<file path="src/rtl/pll_reset_sequencer.sv">
`timescale 1ns / 1ps
// ---------------------------------------------------------------------------
// pll_reset_sequencer
//
// Brings up the iCE40 PLL and the reset of the PLL-derived clock domain.
// Holds the PLL in reset for a fixed time, waits (bounded) for LOCK, requires
// LOCK to stay up for a stable window, then releases the system reset.
// A lock loss while running re-runs the whole sequence; too many failed
// lock attempts park the block in FAULT until restart or resetn.
// Runs entirely on the always-running 48 MHz reference clock.
//
// Parameters:
//   RESET_CYCLES  - cycles pll_resetb is held low per attempt (>=1)
//   LOCK_TIMEOUT  - cycles to wait for synchronized lock per attempt
//   STABLE_CYCLES - consecutive synchronized-lock cycles before release
//   MAX_RETRIES   - failed attempts tolerated before FAULT (>=1, <=3)
//
// Ports:
//   clock_in   in   48 MHz reference clock (same net as PLL REFERENCECLK)
//   resetn     in   asynchronous active-low reset
//   pll_locked in   PLL LOCK, asynchronous to clock_in
//   restart    in   synchronous one-cycle request to re-run the sequence
//   pll_resetb out  to PLL RESETB, 0 holds the PLL in reset
//   sys_resetn out  active-low reset for the PLL clock domain
//   ready      out  1 only while running
//   fault      out  1 only in FAULT
//   retries    out  failed lock attempts in the current sequence
//   loss_count out  lock-loss events while running, saturating at 255
// ---------------------------------------------------------------------------
module pll_reset_sequencer #(
   parameter int RESET_CYCLES  = 16,
   parameter int LOCK_TIMEOUT  = 4800,
   parameter int STABLE_CYCLES = 256,
   parameter int MAX_RETRIES   = 3
) (
   input  logic       clock_in,
   input  logic       resetn,
   input  logic       pll_locked,
   input  logic       restart,
   output logic       pll_resetb,
   output logic       sys_resetn,
   output logic       ready,
   output logic       fault,
   output logic [1:0] retries,
   output logic [7:0] loss_count
);

   // The shared counter only has to reach the largest terminal count minus
   // one, so clog2 of the largest cycle parameter is always wide enough.
   localparam int MAX_AB  = (RESET_CYCLES > LOCK_TIMEOUT) ? RESET_CYCLES : LOCK_TIMEOUT;
   localparam int CNT_MAX = (MAX_AB > STABLE_CYCLES) ? MAX_AB : STABLE_CYCLES;
   localparam int CNT_W   = (CNT_MAX > 1) ? $clog2(CNT_MAX) : 1;

   localparam logic [CNT_W-1:0] RESET_LAST   = CNT_W'(RESET_CYCLES - 1);
   localparam logic [CNT_W-1:0] TIMEOUT_LAST = CNT_W'(LOCK_TIMEOUT - 1);
   localparam logic [CNT_W-1:0] STABLE_LAST  = CNT_W'(STABLE_CYCLES - 1);
   localparam logic [1:0]       RETRY_LIMIT  = 2'(MAX_RETRIES);

   typedef enum logic [2:0] {
      ST_HOLD,
      ST_WAIT,
      ST_SETTLE,
      ST_RUN,
      ST_FAULT
   } state_t;

   state_t           state;
   state_t           state_next;
   logic [CNT_W-1:0] cnt;
   logic [CNT_W-1:0] cnt_next;
   logic             lock_meta;
   logic             lock_s;
   logic [1:0]       retries_next;
   logic [1:0]       retries_inc;
   logic [7:0]       loss_next;
   logic [7:0]       loss_inc;
   logic             pll_resetb_next;
   logic             run_next;
   logic             fault_next;

   // Two-flop synchronizer for the asynchronous PLL LOCK. Every decision in
   // the state machine looks at lock_s only, never at pll_locked directly.
   always_ff @(posedge clock_in or negedge resetn) begin
      if (!resetn) begin
         lock_meta <= 1'b0;
         lock_s    <= 1'b0;
      end else begin
         lock_meta <= pll_locked;
         lock_s    <= lock_meta;
      end
   end

   // Saturating increments; retries stops at the limit, loss_count at 255.
   always_comb begin
      retries_inc = (retries >= RETRY_LIMIT) ? retries : retries + 2'd1;
      loss_inc    = (loss_count == 8'hFF) ? loss_count : loss_count + 8'd1;
   end

   // Next-state logic. The per-state transitions are evaluated first and a
   // restart request then overrides all of them, so restart always wins.
   always_comb begin
      state_next   = state;
      retries_next = retries;
      loss_next    = loss_count;

      case (state)
         ST_HOLD: begin
            if (cnt == RESET_LAST) begin
               state_next = ST_WAIT;
            end
         end
         ST_WAIT: begin
            // Lock seen on the timeout cycle still counts as lock.
            if (lock_s) begin
               state_next = ST_SETTLE;
            end else if (cnt == TIMEOUT_LAST) begin
               retries_next = retries_inc;
               state_next   = (retries_inc == RETRY_LIMIT) ? ST_FAULT : ST_HOLD;
            end
         end
         ST_SETTLE: begin
            // Losing lock before the window completes is not a failed
            // attempt; just go back to waiting with a fresh timeout.
            if (!lock_s) begin
               state_next = ST_WAIT;
            end else if (cnt == STABLE_LAST) begin
               state_next = ST_RUN;
            end
         end
         ST_RUN: begin
            if (!lock_s) begin
               loss_next    = loss_inc;
               retries_next = 2'd0;
               state_next   = ST_HOLD;
            end
         end
         ST_FAULT: begin
            state_next = ST_FAULT;
         end
         default: begin
            state_next = ST_HOLD;
         end
      endcase

      if (restart) begin
         state_next   = ST_HOLD;
         retries_next = 2'd0;
         loss_next    = loss_count;
      end
   end

   // Shared counter: cleared on every state change (a restart counts as one
   // even when already in HOLD), counting only in states with a terminal
   // count so it can never wrap while parked in RUN or FAULT.
   always_comb begin
      cnt_next = cnt;
      if (restart || (state_next != state)) begin
         cnt_next = '0;
      end else if ((state == ST_HOLD) || (state == ST_WAIT) || (state == ST_SETTLE)) begin
         cnt_next = cnt + CNT_W'(1);
      end
   end

   // Outputs are decoded from the next state so that, once registered, they
   // change on the same edge as the state register.
   always_comb begin
      pll_resetb_next = 1'b1;
      run_next        = 1'b0;
      fault_next      = 1'b0;
      case (state_next)
         ST_HOLD:  pll_resetb_next = 1'b0;
         ST_FAULT: begin
            pll_resetb_next = 1'b0;
            fault_next      = 1'b1;
         end
         ST_RUN:   run_next = 1'b1;
         default:  pll_resetb_next = 1'b1;
      endcase
   end

   // State, counter, statistics and registered outputs.
   always_ff @(posedge clock_in or negedge resetn) begin
      if (!resetn) begin
         state      <= ST_HOLD;
         cnt        <= '0;
         retries    <= 2'd0;
         loss_count <= 8'd0;
         pll_resetb <= 1'b0;
         sys_resetn <= 1'b0;
         ready      <= 1'b0;
         fault      <= 1'b0;
      end else begin
         state      <= state_next;
         cnt        <= cnt_next;
         retries    <= retries_next;
         loss_count <= loss_next;
         pll_resetb <= pll_resetb_next;
         sys_resetn <= run_next;
         ready      <= run_next;
         fault      <= fault_next;
      end
   end

endmodule

</file>
<file path="config.mk">
export PLATFORM = sky130hd
export DESIGN_NAME = pll_reset_sequencer
export DESIGN_NICKNAME = d
export VERILOG_FILES = /design/src/rtl/pll_reset_sequencer.sv
export SDC_FILE = /design/constraint.sdc
export NUM_CORES = 1
export LEC_CHECK = 0
export ABC_AREA = 1
export ABC_CLOCK_PERIOD_IN_PS = 1900
export CAP_MARGIN = 0
export CORE_ASPECT_RATIO = 1.1
export CORE_UTILIZATION = 35
export CTS_CLUSTER_SIZE = 12
export DETAILED_ROUTE_END_ITERATION = 8
export SYNTH_ARGS = -nofsm -noshare
export SYNTH_HDL_FRONTEND = slang
export SYNTH_SLANG_ARGS = --single-unit
</file>
<file path="constraint.sdc">
create_clock -name clock_in -period 1.9 [get_ports clock_in]
set_input_delay 0.38 -clock clock_in [delete_from_list [all_inputs] [get_ports clock_in]]
set_output_delay 0.38 -clock clock_in [all_outputs]
set_load 0.05 [all_outputs]
</file>
==> results by group <==
STA
  • Worst rel slew slack: 67.2%
  • Setup violations, final: 0
  • Final period utilization: 96.7%
  • RSZ-0062 raised after global routing: false
  • Max-slew violation count: 0
  • Worst Tran Pin Value: a little under 0.5 ns
  • FMAX: 544 MHz
  • Final hold violations: 0
  • Period minus WS final: 1.84 ns
  • Post-Route Skew: ~0.008 ns

Floorplanning
  • Initial Util: 36.6%
  • Core Box Area: 0.00465 sq mm
  • Io pins: 18
  • Die height: around 75 microns
  • Die ar.: just over 0.005 sq mm
  • Die X: 68.5 microns
  • Std cell rows: 26

Final layout
  • Antenna Cells: 0
  • Layout Nets: 236
  • Area grow syn2layout: 22.3%
  • Final Non-Filler Cells: 287
  • Share of cells above drive strength 1: 23.4%
  • Final instance area: ~0.0021 sq mm

CTS
  • Maximum clock insertion buffer count: 2
  • Clk_lat worst skew: 0.28 ns
  • CTS clock-pin slew for the worst setup and hold paths: 0.07 ns
  • Clk sinks: 31
  • CTS Buf Count: 5
  • CTS HTree Levels: 2
  • CTS tree: built
  • Root buf cell: clkbuf_8

Setup path
  • R2R Setup Slk: 0.18 ns
  • Reg2reg end: loss_count[5]
  • Critical path fanouts, max: 3
  • CP required: 1.52 ns
  • Crit path max-delay family: buffers and inverters
  • CP arrival: 1.46 ns
  • Crit Path Class: reg -> out
  • Slowest stage delay, CP: 0.81 ns
  • Critical Path Slowest Stage Cell: clkdlybuf4s50_1
  • CP bufs+invs: 1
  • Type of origin of the critical path: register
  • Launch point of the worst reg-to-reg path: state[2]
  • R2R cell count: 8
  • Crit. End Element: output port
  • Worst path cell trace: clkdlybuf4s50_1

Drt
  • Wire per inst: 10.4 microns
  • Post-Route WL: 2980 microns
  • DR DRC count: 0
  • Pre-antenna DRT Iters: 4
  • Vias per cell: roughly 4.6
  • Post-DRT Antenna Nets: 0
  • Detailed-route via count: 1320
  • Initial DRC count: 37

Global routing
  • Initial antenna violation count: 0
  • Global-route wire length before repair: 4890 microns
  • Global Route Usage Sum: 13.0%
  • Vias in the first global route: 1184
  • Pin count of the biggest net entering global routing: 32
  • Total gr overflow: 0

Logic synthesis
  • Register area share after synthesis: 45.6%
  • Post-Syn Instances: 203
  • Number of library cell types mapped by synthesis: 28
  • Post-synth net total: 209
  • Synth warn: 0
  • Syn avg cell area: ~8.4 sq um
  • #FFs+latches synth: 31
  • Synth Cell Area: approximately 0.0017 sq mm

Place
  • Number of cells after detailed placement: 279
  • IO buf count: 17
  • Placed inst area: 0.00195 sq mm
  • Post-DP HPWL: 2260 microns
  • Final GP Congestion: 0.774

Power and ir drop
  • Leakage: 1.00 nW
  • Worst IR Drop VDD: 0.000369 V
  • PwrDens: slightly below 700 mW/mm^2
  • Design Power: 1.43 mW

Hold path
  • Worst min path class: reg -> reg
  • Min-delay src: lock_meta
  • Hold path cells: 0
  • Worst hold path endpoint: lock_s

Outcome
  • Status: finished clean

Flow run
  • Max Cap Viol: 0
## state kept, by name, indices dropped and copies added (netlist names)
signal      count
fault           1
lock_s          1
state           3
cnt            13
ready           1
pll_resetb      1
loss_count      8
retries         2
lock_meta       1
## timing repair
| item | in CTS | in global routing |
|---|---|---|
| resized for setup | 0 | 5 |
| hold buffers | 0 | 0 |
| buffers inserted | 0 | 0 |
| endpoints found under the setup margin | 0 | 13 |
## per-layer routing
| metal | wire length (microns) | global-route usage (%) |
|---|---|---|
| met1 | 1380 | 15.7 |
| met5 | 0 | 0 |
| met2 | 1470 | 21.0 |
| met3 | 87 | 3.64 |
| met4 | 48 | 6.25 |
## how the worst max path moves through the flow
stage	start	cells after the start	end	slack [ns]
after floorplan	loss_count[1]	9	loss_count[5]	0.07
after global placement	restart	7	loss_count[5]	-0.01
after detailed placement	restart	7	loss_count[5]	-0.02
after CTS	loss_count[7]	1	loss_count[7]	0.04
after global routing	retries[0]	1	retries[0]	0.02
final	loss_count[7]	1	loss_count[7]	0.06
## metrics by stage
step	TNS (ns)	utilization [%]	hold WS [ns]	setup slack [ns]
floorplan	0	-	0.0844	0.0740
global placement	-0.0143	41.9	0.350	-0.0143
detailed placement	-0.0241	41.9	0.348	-0.0241
CTS	0	44.4	0.362	0.0404
global route	0	44.7	0.382	0.0175
finish	0	44.7	0.364	0.0624
## power by group
part	internal, mW	switching [mW]	total, mW
clock	0.424	0.237	0.661
sequential	0.672	0.00985	0.682
combinational	0.0353	0.0560	0.0913
total	1.13	0.303	1.43
## cell type report
type                       instances  area [sq um]
multi-input combinational        142           805
fill                             471          2570
tap                               56          70.1
timing repair buffer              23           208
sequential                        31           778
clock buffer                       6          82.6
inverter                          27           101
clock inverter                     2          35.0
## synth_stat cells
| library cell | count | area (sq um) |
|---|---|---|
| dfrtp_1 | 31 | 776 |
| o21ai_0 | 6 | 30.0 |
| buf_4 | 1 | 7.51 |
| xnor2_1 | 2 | 17.5 |
| nand4_1 | 5 | 31.3 |
| nand2_2 | 4 | 25.0 |
| o211ai_1 | 1 | 7.51 |
| ha_1 | 2 | 25.0 |
| nand3b_1 | 1 | 7.51 |
| nand3_2 | 4 | 40.0 |
| buf_6 | 2 | 22.5 |
| nand2_1 | 43 | 161 |
| nor2_4 | 3 | 33.8 |
| nor2_2 | 10 | 62.6 |
| nand2_4 | 1 | 11.3 |
| inv_1 | 25 | 93.8 |
| inv_2 | 2 | 7.51 |
| nor3_1 | 6 | 30.0 |
| a21oi_1 | 5 | 25.0 |
| a2bb2oi_1 | 1 | 8.76 |
| nand3_1 | 9 | 45.0 |
| o21bai_1 | 1 | 7.51 |
| xor2_1 | 11 | 96.3 |
| nor2_1 | 23 | 86.3 |
| or2_2 | 1 | 6.26 |
| mux2i_1 | 1 | 10.0 |
| or2_4 | 1 | 8.76 |
| a21oi_4 | 1 | 16.3 |
## cells in the final DEF, fill, tap and decap left out, drive strengths merged, types with 2 or more instances in the layout
| cell type | count |
|---|---|
| nand2 | 48 |
| nor2 | 36 |
| dfrtp | 31 |
| inv | 27 |
| buf | 14 |
| nand3 | 13 |
| xor2 | 11 |
| clkdlybuf4s50 | 9 |
| nor3 | 6 |
| o21ai | 6 |
| clkbuf | 6 |
| a21oi | 6 |
| nand4 | 5 |
| xnor2 | 2 |
| ha | 2 |
| or2 | 2 |
## cells by family (layout without fill, tap and decap cells)
kind of cell | count (synthesis) | after routing | share of synthesized area [%]
xor+xnor | 13 | 13 | 6.70
simple gates | 111 | 111 | 32.3
compound gates | 15 | 15 | 5.59
flops | 31 | 31 | 45.6
mux | 1 | 1 | 0.589
fa+ha+maj | 2 | 2 | 1.47
buf+inv | 30 | 58 | 7.73
(Power assumes the default switching activity.)
